===== config.mk =====
export PLATFORM = sky130hd
export DESIGN_NAME = spram_access_arbiter_flat
export DESIGN_NICKNAME = d
export VERILOG_FILES = /design/src/rtl/spram_access_arbiter_if.sv /design/src/rtl/spram_access_arbiter.sv /design/src/flat_wrapper.sv
export SDC_FILE = /design/constraint.sdc
export NUM_CORES = 1
export LEC_CHECK = 0
export ABC_AREA = 0
export BUFFER_PORTS_ARGS = -buffer_cell sky130_fd_sc_hd__buf_2
export CAP_MARGIN = 10
export CORE_ASPECT_RATIO = 0.75
export CORE_MARGIN = 10
export CORE_UTILIZATION = 50
export DETAILED_ROUTE_END_ITERATION = 8
export PLACE_DENSITY_LB_ADDON = 0.12
export SLEW_MARGIN = 10
export SYNTH_ARGS = -nofsm -noshare
export SYNTH_HDL_FRONTEND = slang
export SYNTH_SLANG_ARGS = --single-unit

===== constraint.sdc =====
create_clock -name clk -period 6.3 [get_ports clk]
set_input_delay 0.315 -clock clk [delete_from_list [all_inputs] [get_ports clk]]
set_output_delay 0.315 -clock clk [all_outputs]
set_load 0.02 [all_outputs]

===== src/rtl/spram_access_arbiter_if.sv =====
// Client-side bus of the frame-RAM arbiter: UART write path, VGA read path
// and the frame-start pulse.
//   master : the client (writer/reader); drives requests, sees ready/read data
//   slave  : the arbiter
// Ports carried:
//   frame_start          1-cycle frame restart pulse
//   wr_valid/wr_data     pixel write strobe and data
//   wr_ready             arbiter can take a pixel
//   rd_req/rd_addr       pixel read request and linear address
//   rd_data/rd_valid     returned pixel, two cycles after rd_req
interface spram_access_arbiter_if #(
    parameter int ADDR_W = 15,
    parameter int DATA_W = 12
);
    logic              frame_start;
    logic              wr_valid;
    logic [DATA_W-1:0] wr_data;
    logic              wr_ready;
    logic              rd_req;
    logic [ADDR_W-1:0] rd_addr;
    logic [DATA_W-1:0] rd_data;
    logic              rd_valid;

    modport master (
        output frame_start, wr_valid, wr_data, rd_req, rd_addr,
        input  wr_ready, rd_data, rd_valid
    );

    modport slave (
        input  frame_start, wr_valid, wr_data, rd_req, rd_addr,
        output wr_ready, rd_data, rd_valid
    );
endinterface


===== src/rtl/spram_access_arbiter.sv =====
// Single owner of the single-port frame RAM. Multiplexes the VGA pixel read
// path (absolute priority) and the UART pixel write path (buffered in a FIFO,
// retired in cycles without a read) onto one RAM port, one access per clock.
// Tracks the frame write pointer and flags frame completion.
//
// Ports:
//   clk, rst        clock, asynchronous active-high reset
//   bus (slave)     frame_start, wr_valid/wr_data/wr_ready,
//                   rd_req/rd_addr/rd_data/rd_valid
//   spram_addr      RAM address (registered)
//   spram_wr_data   RAM write data (registered)
//   spram_wre       RAM write enable
//   spram_rd_data   RAM read data, 1-cycle synchronous latency
//   pix_cnt         pixels committed this frame
//   fifo_cnt        write FIFO occupancy
//   frame_done      all W*H pixels committed
//
// Optional build macro SPRAM_ARB_STATS_EN adds drop_cnt (writes offered while
// not ready) and stall_cnt (cycles a pending write lost to a read), both
// saturating, cleared by rst or frame_start.
module spram_access_arbiter #(
    parameter int W          = 160,
    parameter int H          = 120,
    parameter int ADDR_W     = 15,
    parameter int DATA_W     = 12,
    parameter int FIFO_DEPTH = 8
) (
    input  logic              clk,
    input  logic              rst,
    spram_access_arbiter_if.slave bus,
    output logic [ADDR_W-1:0] spram_addr,
    output logic [DATA_W-1:0] spram_wr_data,
    output logic              spram_wre,
    input  logic [DATA_W-1:0] spram_rd_data,
    output logic [ADDR_W-1:0] pix_cnt,
    output logic [7:0]        fifo_cnt,
    output logic              frame_done
`ifdef SPRAM_ARB_STATS_EN
    ,
    output logic [15:0]       drop_cnt,
    output logic [15:0]       stall_cnt
`endif
);
    localparam int PIX = W * H;
    localparam int PW  = (FIFO_DEPTH > 1) ? $clog2(FIFO_DEPTH) : 1;

    typedef enum logic [1:0] {S_IDLE, S_RD, S_WR} state_t;

    state_t            state, next_state;
    logic [DATA_W-1:0] fifo_mem [FIFO_DEPTH];
    logic [PW-1:0]     wptr, rptr;
    logic              ready_en;
    logic [2:0]        vld_pipe;
    logic              fifo_full, fifo_empty, push, pop, last_pix;

    assign fifo_full  = (fifo_cnt == 8'(FIFO_DEPTH));
    assign fifo_empty = (fifo_cnt == 8'd0);
    assign last_pix   = (pix_cnt == ADDR_W'(PIX - 1));

    // ready_en keeps wr_ready low through reset and lifts it one edge later.
    assign bus.wr_ready = ready_en & ~fifo_full & ~frame_done;
    assign push         = bus.wr_valid & bus.wr_ready & ~bus.frame_start;
    assign pop          = (next_state == S_WR);

    // ---------------- grant FSM ----------------
    always_ff @(posedge clk or posedge rst) begin
        if (rst) state <= S_IDLE;
        else     state <= next_state;
    end

    always_comb begin
        next_state = S_IDLE;
        if (bus.rd_req)
            next_state = S_RD;
        else if (!fifo_empty && !frame_done && !bus.frame_start)
            next_state = S_WR;
    end

    // A write already granted is cancelled if frame_start lands on its cycle.
    always_comb begin
        spram_wre = 1'b0;
        if (state == S_WR && !bus.frame_start)
            spram_wre = 1'b1;
    end

    // RAM address/data are loaded on the edge that grants the access; in idle
    // cycles they simply hold.
    always_ff @(posedge clk or posedge rst) begin
        if (rst) begin
            spram_addr    <= '0;
            spram_wr_data <= '0;
        end else if (next_state == S_RD) begin
            spram_addr    <= bus.rd_addr;
        end else if (next_state == S_WR) begin
            spram_addr    <= pix_cnt;
            spram_wr_data <= fifo_mem[rptr];
        end
    end

    // ---------------- write FIFO and frame pointer ----------------
    always_ff @(posedge clk) begin
        if (push) fifo_mem[wptr] <= bus.wr_data;
    end

    always_ff @(posedge clk or posedge rst) begin
        if (rst) begin
            ready_en   <= 1'b0;
            wptr       <= '0;
            rptr       <= '0;
            fifo_cnt   <= '0;
            pix_cnt    <= '0;
            frame_done <= 1'b0;
        end else begin
            ready_en <= 1'b1;
            if (bus.frame_start) begin
                wptr       <= '0;
                rptr       <= '0;
                fifo_cnt   <= '0;
                pix_cnt    <= '0;
                frame_done <= 1'b0;
            end else begin
                if (push) wptr <= wptr + PW'(1);
                if (pop) begin
                    rptr    <= rptr + PW'(1);
                    pix_cnt <= pix_cnt + ADDR_W'(1);
                end
                if (pop && last_pix) begin
                    // Frame complete: anything still buffered is surplus.
                    frame_done <= 1'b1;
                    wptr       <= '0;
                    rptr       <= '0;
                    fifo_cnt   <= '0;
                end else begin
                    fifo_cnt <= fifo_cnt + {7'd0, push} - {7'd0, pop};
                end
            end
        end
    end

    // ---------------- read return pipe ----------------
    // [0]: address registered, [1]: RAM data out, [2]: rd_data registered.
    always_ff @(posedge clk or posedge rst) begin
        if (rst) begin
            vld_pipe    <= '0;
            bus.rd_data <= '0;
        end else begin
            vld_pipe <= {vld_pipe[1:0], bus.rd_req};
            if (vld_pipe[1]) bus.rd_data <= spram_rd_data;
        end
    end

    assign bus.rd_valid = vld_pipe[2];

`ifdef SPRAM_ARB_STATS_EN
    always_ff @(posedge clk or posedge rst) begin
        if (rst) begin
            drop_cnt  <= '0;
            stall_cnt <= '0;
        end else if (bus.frame_start) begin
            drop_cnt  <= '0;
            stall_cnt <= '0;
        end else begin
            if (bus.wr_valid && !bus.wr_ready && drop_cnt != 16'hFFFF)
                drop_cnt <= drop_cnt + 16'd1;
            if (!fifo_empty && bus.rd_req && stall_cnt != 16'hFFFF)
                stall_cnt <= stall_cnt + 16'd1;
        end
    end
`endif
endmodule


===== src/flat_wrapper.sv =====
// flat-port wrapper written by rule: the top's interface ports become plain ports
module spram_access_arbiter_flat 
#(
    parameter int W          = 160,
    parameter int H          = 120,
    parameter int ADDR_W     = 15,
    parameter int DATA_W     = 12,
    parameter int FIFO_DEPTH = 8
)
  (clk, rst, spram_addr, spram_wr_data, spram_wre, spram_rd_data, pix_cnt, fifo_cnt, frame_done, bus_frame_start, bus_wr_valid, bus_wr_data, bus_rd_req, bus_rd_addr, bus_wr_ready, bus_rd_data, bus_rd_valid);
  spram_access_arbiter_if #(.ADDR_W(ADDR_W), .DATA_W(DATA_W)) bus_i ();
  input  logic clk;
  input  logic rst;
  output logic [ADDR_W-1:0] spram_addr;
  output logic [DATA_W-1:0] spram_wr_data;
  output logic spram_wre;
  input  logic [DATA_W-1:0] spram_rd_data;
  output logic [ADDR_W-1:0] pix_cnt;
  output logic [7:0] fifo_cnt;
  output logic frame_done;
  input wire logic [$bits(bus_i.frame_start)-1:0] bus_frame_start;
  input wire logic [$bits(bus_i.wr_valid)-1:0] bus_wr_valid;
  input wire logic [$bits(bus_i.wr_data)-1:0] bus_wr_data;
  input wire logic [$bits(bus_i.rd_req)-1:0] bus_rd_req;
  input wire logic [$bits(bus_i.rd_addr)-1:0] bus_rd_addr;
  output wire logic [$bits(bus_i.wr_ready)-1:0] bus_wr_ready;
  output wire logic [$bits(bus_i.rd_data)-1:0] bus_rd_data;
  output wire logic [$bits(bus_i.rd_valid)-1:0] bus_rd_valid;
  assign bus_i.frame_start = bus_frame_start;
  assign bus_i.wr_valid = bus_wr_valid;
  assign bus_i.wr_data = bus_wr_data;
  assign bus_i.rd_req = bus_rd_req;
  assign bus_i.rd_addr = bus_rd_addr;
  assign bus_wr_ready = bus_i.wr_ready;
  assign bus_rd_data = bus_i.rd_data;
  assign bus_rd_valid = bus_i.rd_valid;
  spram_access_arbiter #(.W(W), .H(H), .ADDR_W(ADDR_W), .DATA_W(DATA_W), .FIFO_DEPTH(FIFO_DEPTH)) u_core (.clk(clk), .rst(rst), .bus(bus_i), .spram_addr(spram_addr), .spram_wr_data(spram_wr_data), .spram_wre(spram_wre), .spram_rd_data(spram_rd_data), .pix_cnt(pix_cnt), .fifo_cnt(fifo_cnt), .frame_done(frame_done));
endmodule

==> out/metrics.yaml <==
floorplanning:
  start_util: 0.516
  core_area_sq_um: 13900
  core.rowCount: 37
  dieArea_sq_um: 19600
  dieHeight_microns: 124
  die_width_microns: 158
  ios: 110
synthesis:
  synth_flop_cell: "edfxtp_1"
  synth_xor_area_frac: 0.00733
  synth_warnings: 0
  netlist_area_sq_um: 7170
  synthSimpleGateAreaFrac: 0.0759
  synth_fp_nets: 542
  synth-seq-area-share: 0.660
  syn_inst: 482
  synth_top_family_by_area: "multiplexers"
  synth.distinct_cells: 51
  ys_top_cells_by_area: "edfxtp_1 (40%), dfrtp_1 (26%), mux4_2 (7.5%)"
  ys_ff_latch: 170
  synth_fa_ha_area_frac: 0.0290
  syn_avg_cell_area_sq_um: 14.9
  synthMuxAreaShare: 0.146
  synth_top_cell_by_area: "edfxtp_1"
  synth_edf_count: 96
  synth_top_area_share: 0.402
  async_flop_share: 0.435
  synth_common_cells: "edfxtp_1 (96), dfrtp_1 (74), nand2_1 (40), mux2i_1 (35), o21ai_0 (31)"
  synth_compound_area_frac: 0.0588
  yosysMostFrequentCell: "edfxtp_1"
setup_path:
  worstPathCellList: "inv_1 > ha_1 > nor4bb_2 > a21o_1 > buf_4 > inv_1 > ha_1 > inv_1 > ha_1 > fa_1 > a211o_1 > nand3_1 > mux2i_1 > a21oi_1"
  crit_arrival_ps: 4330
  cp_top_family: "adder cells"
  path_class: "reg2reg"
  critical-path-max-stage-delay_ps: 840
  crit_path_end_kind: "flop"
  worstSetupStartpointType: "flop"
  crit_fanout: 33
  crit_path_top_delay_cell: "nor4bb_2"
  path_buf_inv: 4
  cp.required_ps: 6550
timing:
  max_freq_mhz: 245
  slew_viol_final: 0
  relSlewSlack: 0.208
  final.period_utilization: 0.647
  final.setup_skew_ps: 7.72
  worstMarginPinSlew_ps: 1190
  hold_viol_final: 0
  finalWorstSetupSlack_ps: 2220
  setup_viol: 0
  grt_setup_unrepaired: "no"
  setup_tns_ps: 0
  fin_crit_ps: 4080
global_routing:
  gr-total-overflow: 0
  antenna_found_initial: 0
  grt_usage: 0.164
  grt_max_degree: 75
  grt_pass1_vias: 4554
  grt_pass1_wl_microns: 24700
route:
  antenna_left: 0
  dr.first_iter.drc_count: 254
  via_per_inst: 5.49
  dr.pass1.iters: 5
  drt-total-wl_microns: 15300
  routedWlPerCell_microns: 19.5
  num_vias: 4309
  drc: 0
power:
  pwr-share-comb: 0.241
  swShare: 0.298
  seq_power_share: 0.441
  power_switching_uw: 900
  peakVddDrop_mv: 0.222
  p_clk_frac: 0.318
  p_int_uw: 2120
  power_density_nw_per_um2: 356
  p_leak_uw: 0.00346
layout:
  drive_gt1_frac: 0.313
  n_antenna_cell: 0
  stdcell_area_sq_um: 8470
  syn2layout_area_growth_pct: 18.1
  nNetsFinal: 657
  stdcell_count: 785
  fillerInstances: 1046
  utilization: 0.610
cts:
  cts_hold_buf: 0
  cts_root_buf: "clkbuf_16"
  numCtsBuffers: 17
  post_cts_buffers: 0
  post_cts_resized: 0
  cts.sinks: 170
  clkLatencyLatePin_ps: 410
  clk_transition_reported_paths_ps: 60
  clockBufferDepth: 2
  cts_tree: "done"
  htreeDepth: 4
place:
  post-dp-hpwl_microns: 10100
  port-buffer-count: 109
  gp_congestion: 0.787
  dp_cells: 753
  pre_cts_slack_ps: 2240
  placed_area_sq_um: 7920
min_path:
  hold_path_class: "in2reg"
run:
  max_cap_viol_count: 0
run_status:
  outcome: "complete, no violations"
[cell families (layout without fill, tap and decap cells)]
group                    Yosys count  after routing
flip-flops                       170            170
AND/OR/NAND/NOR                  111            111
multiplexers                      73             73
AO/OA/AOI/OAI                     65             65
buffers and inverters             40            168
adder cells (fa/ha/maj)           16             16
XOR/XNOR                           6              6
other                              1              1
[stage by stage]
stage               total power, uW  hold WS, ps
finish                         3020          112
global route                   3180          111
CTS                            3050         95.5
detailed placement             2090          385
global placement               2070          389
floorplan                      1870          346
[power groups by stage]
stage                     sequential (uW)  clock, uW  combinational (uW)
final                                1330        961                 726
after global routing                 1340       1030                 811
after CTS                            1330        979                 741
after detailed placement             1350          0                 737
after global placement               1350          0                 719
after floorplan                      1430          0                 438
[metal layers]
layer / wire length [microns] / GRT usage / vias up
met5: 0 / 0 / -
met4: 71 / 0.0445 / 0
met3: 1020 / 0.0506 / 5
met2: 7280 / 0.261 / 113
met1: 6970 / 0.216 / 2169
li1: - / - / 2022
[registers in the layout, summed over array words and instances (netlist names)]
name,count
u_core.fifo_mem,96
u_core.pix_cnt,15
u_core.spram_addr,15
u_core.bus.rd_data,12
u_core.spram_wr_data,12
u_core.fifo_cnt,8
u_core.rptr,3
u_core.wptr,3
u_core.state,2
u_core.vld_pipe,2
u_core.frame_done,1
u_core.ready_en,1
[worst min-delay path: stages]
cell,delay [ps]
buf_2,70
nand2_1,40
o21ai_0,60
[path summary, 6_finish.rpt]
check | depth (start not counted) | endpoint | slack [ps] | startpoint
max | 14 | u_core.fifo_cnt[6] | 2220 | u_core.fifo_cnt[6]
min | 3 | u_core.spram_addr[1] | 110 | bus_rd_addr[1]
max reg2reg | 14 | u_core.fifo_cnt[6] | 2220 | u_core.fifo_cnt[6]
min reg2reg | 0 | u_core.vld_pipe[1] | 400 | u_core.state[0]
max in group asynchronous | 3 | u_core.state[1] | 5470 | rst
min in group asynchronous | 3 | u_core.bus.rd_data[4] | 190 | rst
[layout make-up]
type / count / area (sq um) / share of cell area
tap: 175 / 219 / 0.0258
timing repair buffer: 117 / 606 / 0.0715
clock inverter: 12 / 101 / 0.0120
multi-input combinational: 272 / 2290 / 0.271
sequential: 170 / 4730 / 0.559
clock buffer: 20 / 447 / 0.0527
inverter: 19 / 72.6 / 0.00857
[cells in the final DEF, fill, tap and decap left out, types with 3 or more instances in the layout]
cell type / count
o21ai_0: 31
mux2_2: 12
nand3_1: 9
dfrtp_1: 74
o31ai_1: 3
a21o_1: 3
buf_4: 8
nor2_2: 3
clkinv_1: 3
clkinv_4: 4
mux2i_1: 35
nand4_1: 4
mux4_2: 24
nor3_1: 4
ha_1: 15
and3_1: 3
clkbuf_16: 17
xnor2_1: 5
inv_1: 18
edfxtp_1: 96
buf_2: 109
nand3b_1: 3
nor2_1: 21
a21oi_1: 11
a211oi_1: 3
nand2_1: 40
nand2b_1: 13
clkinv_2: 3
Power figures use the tool's default switching activity.
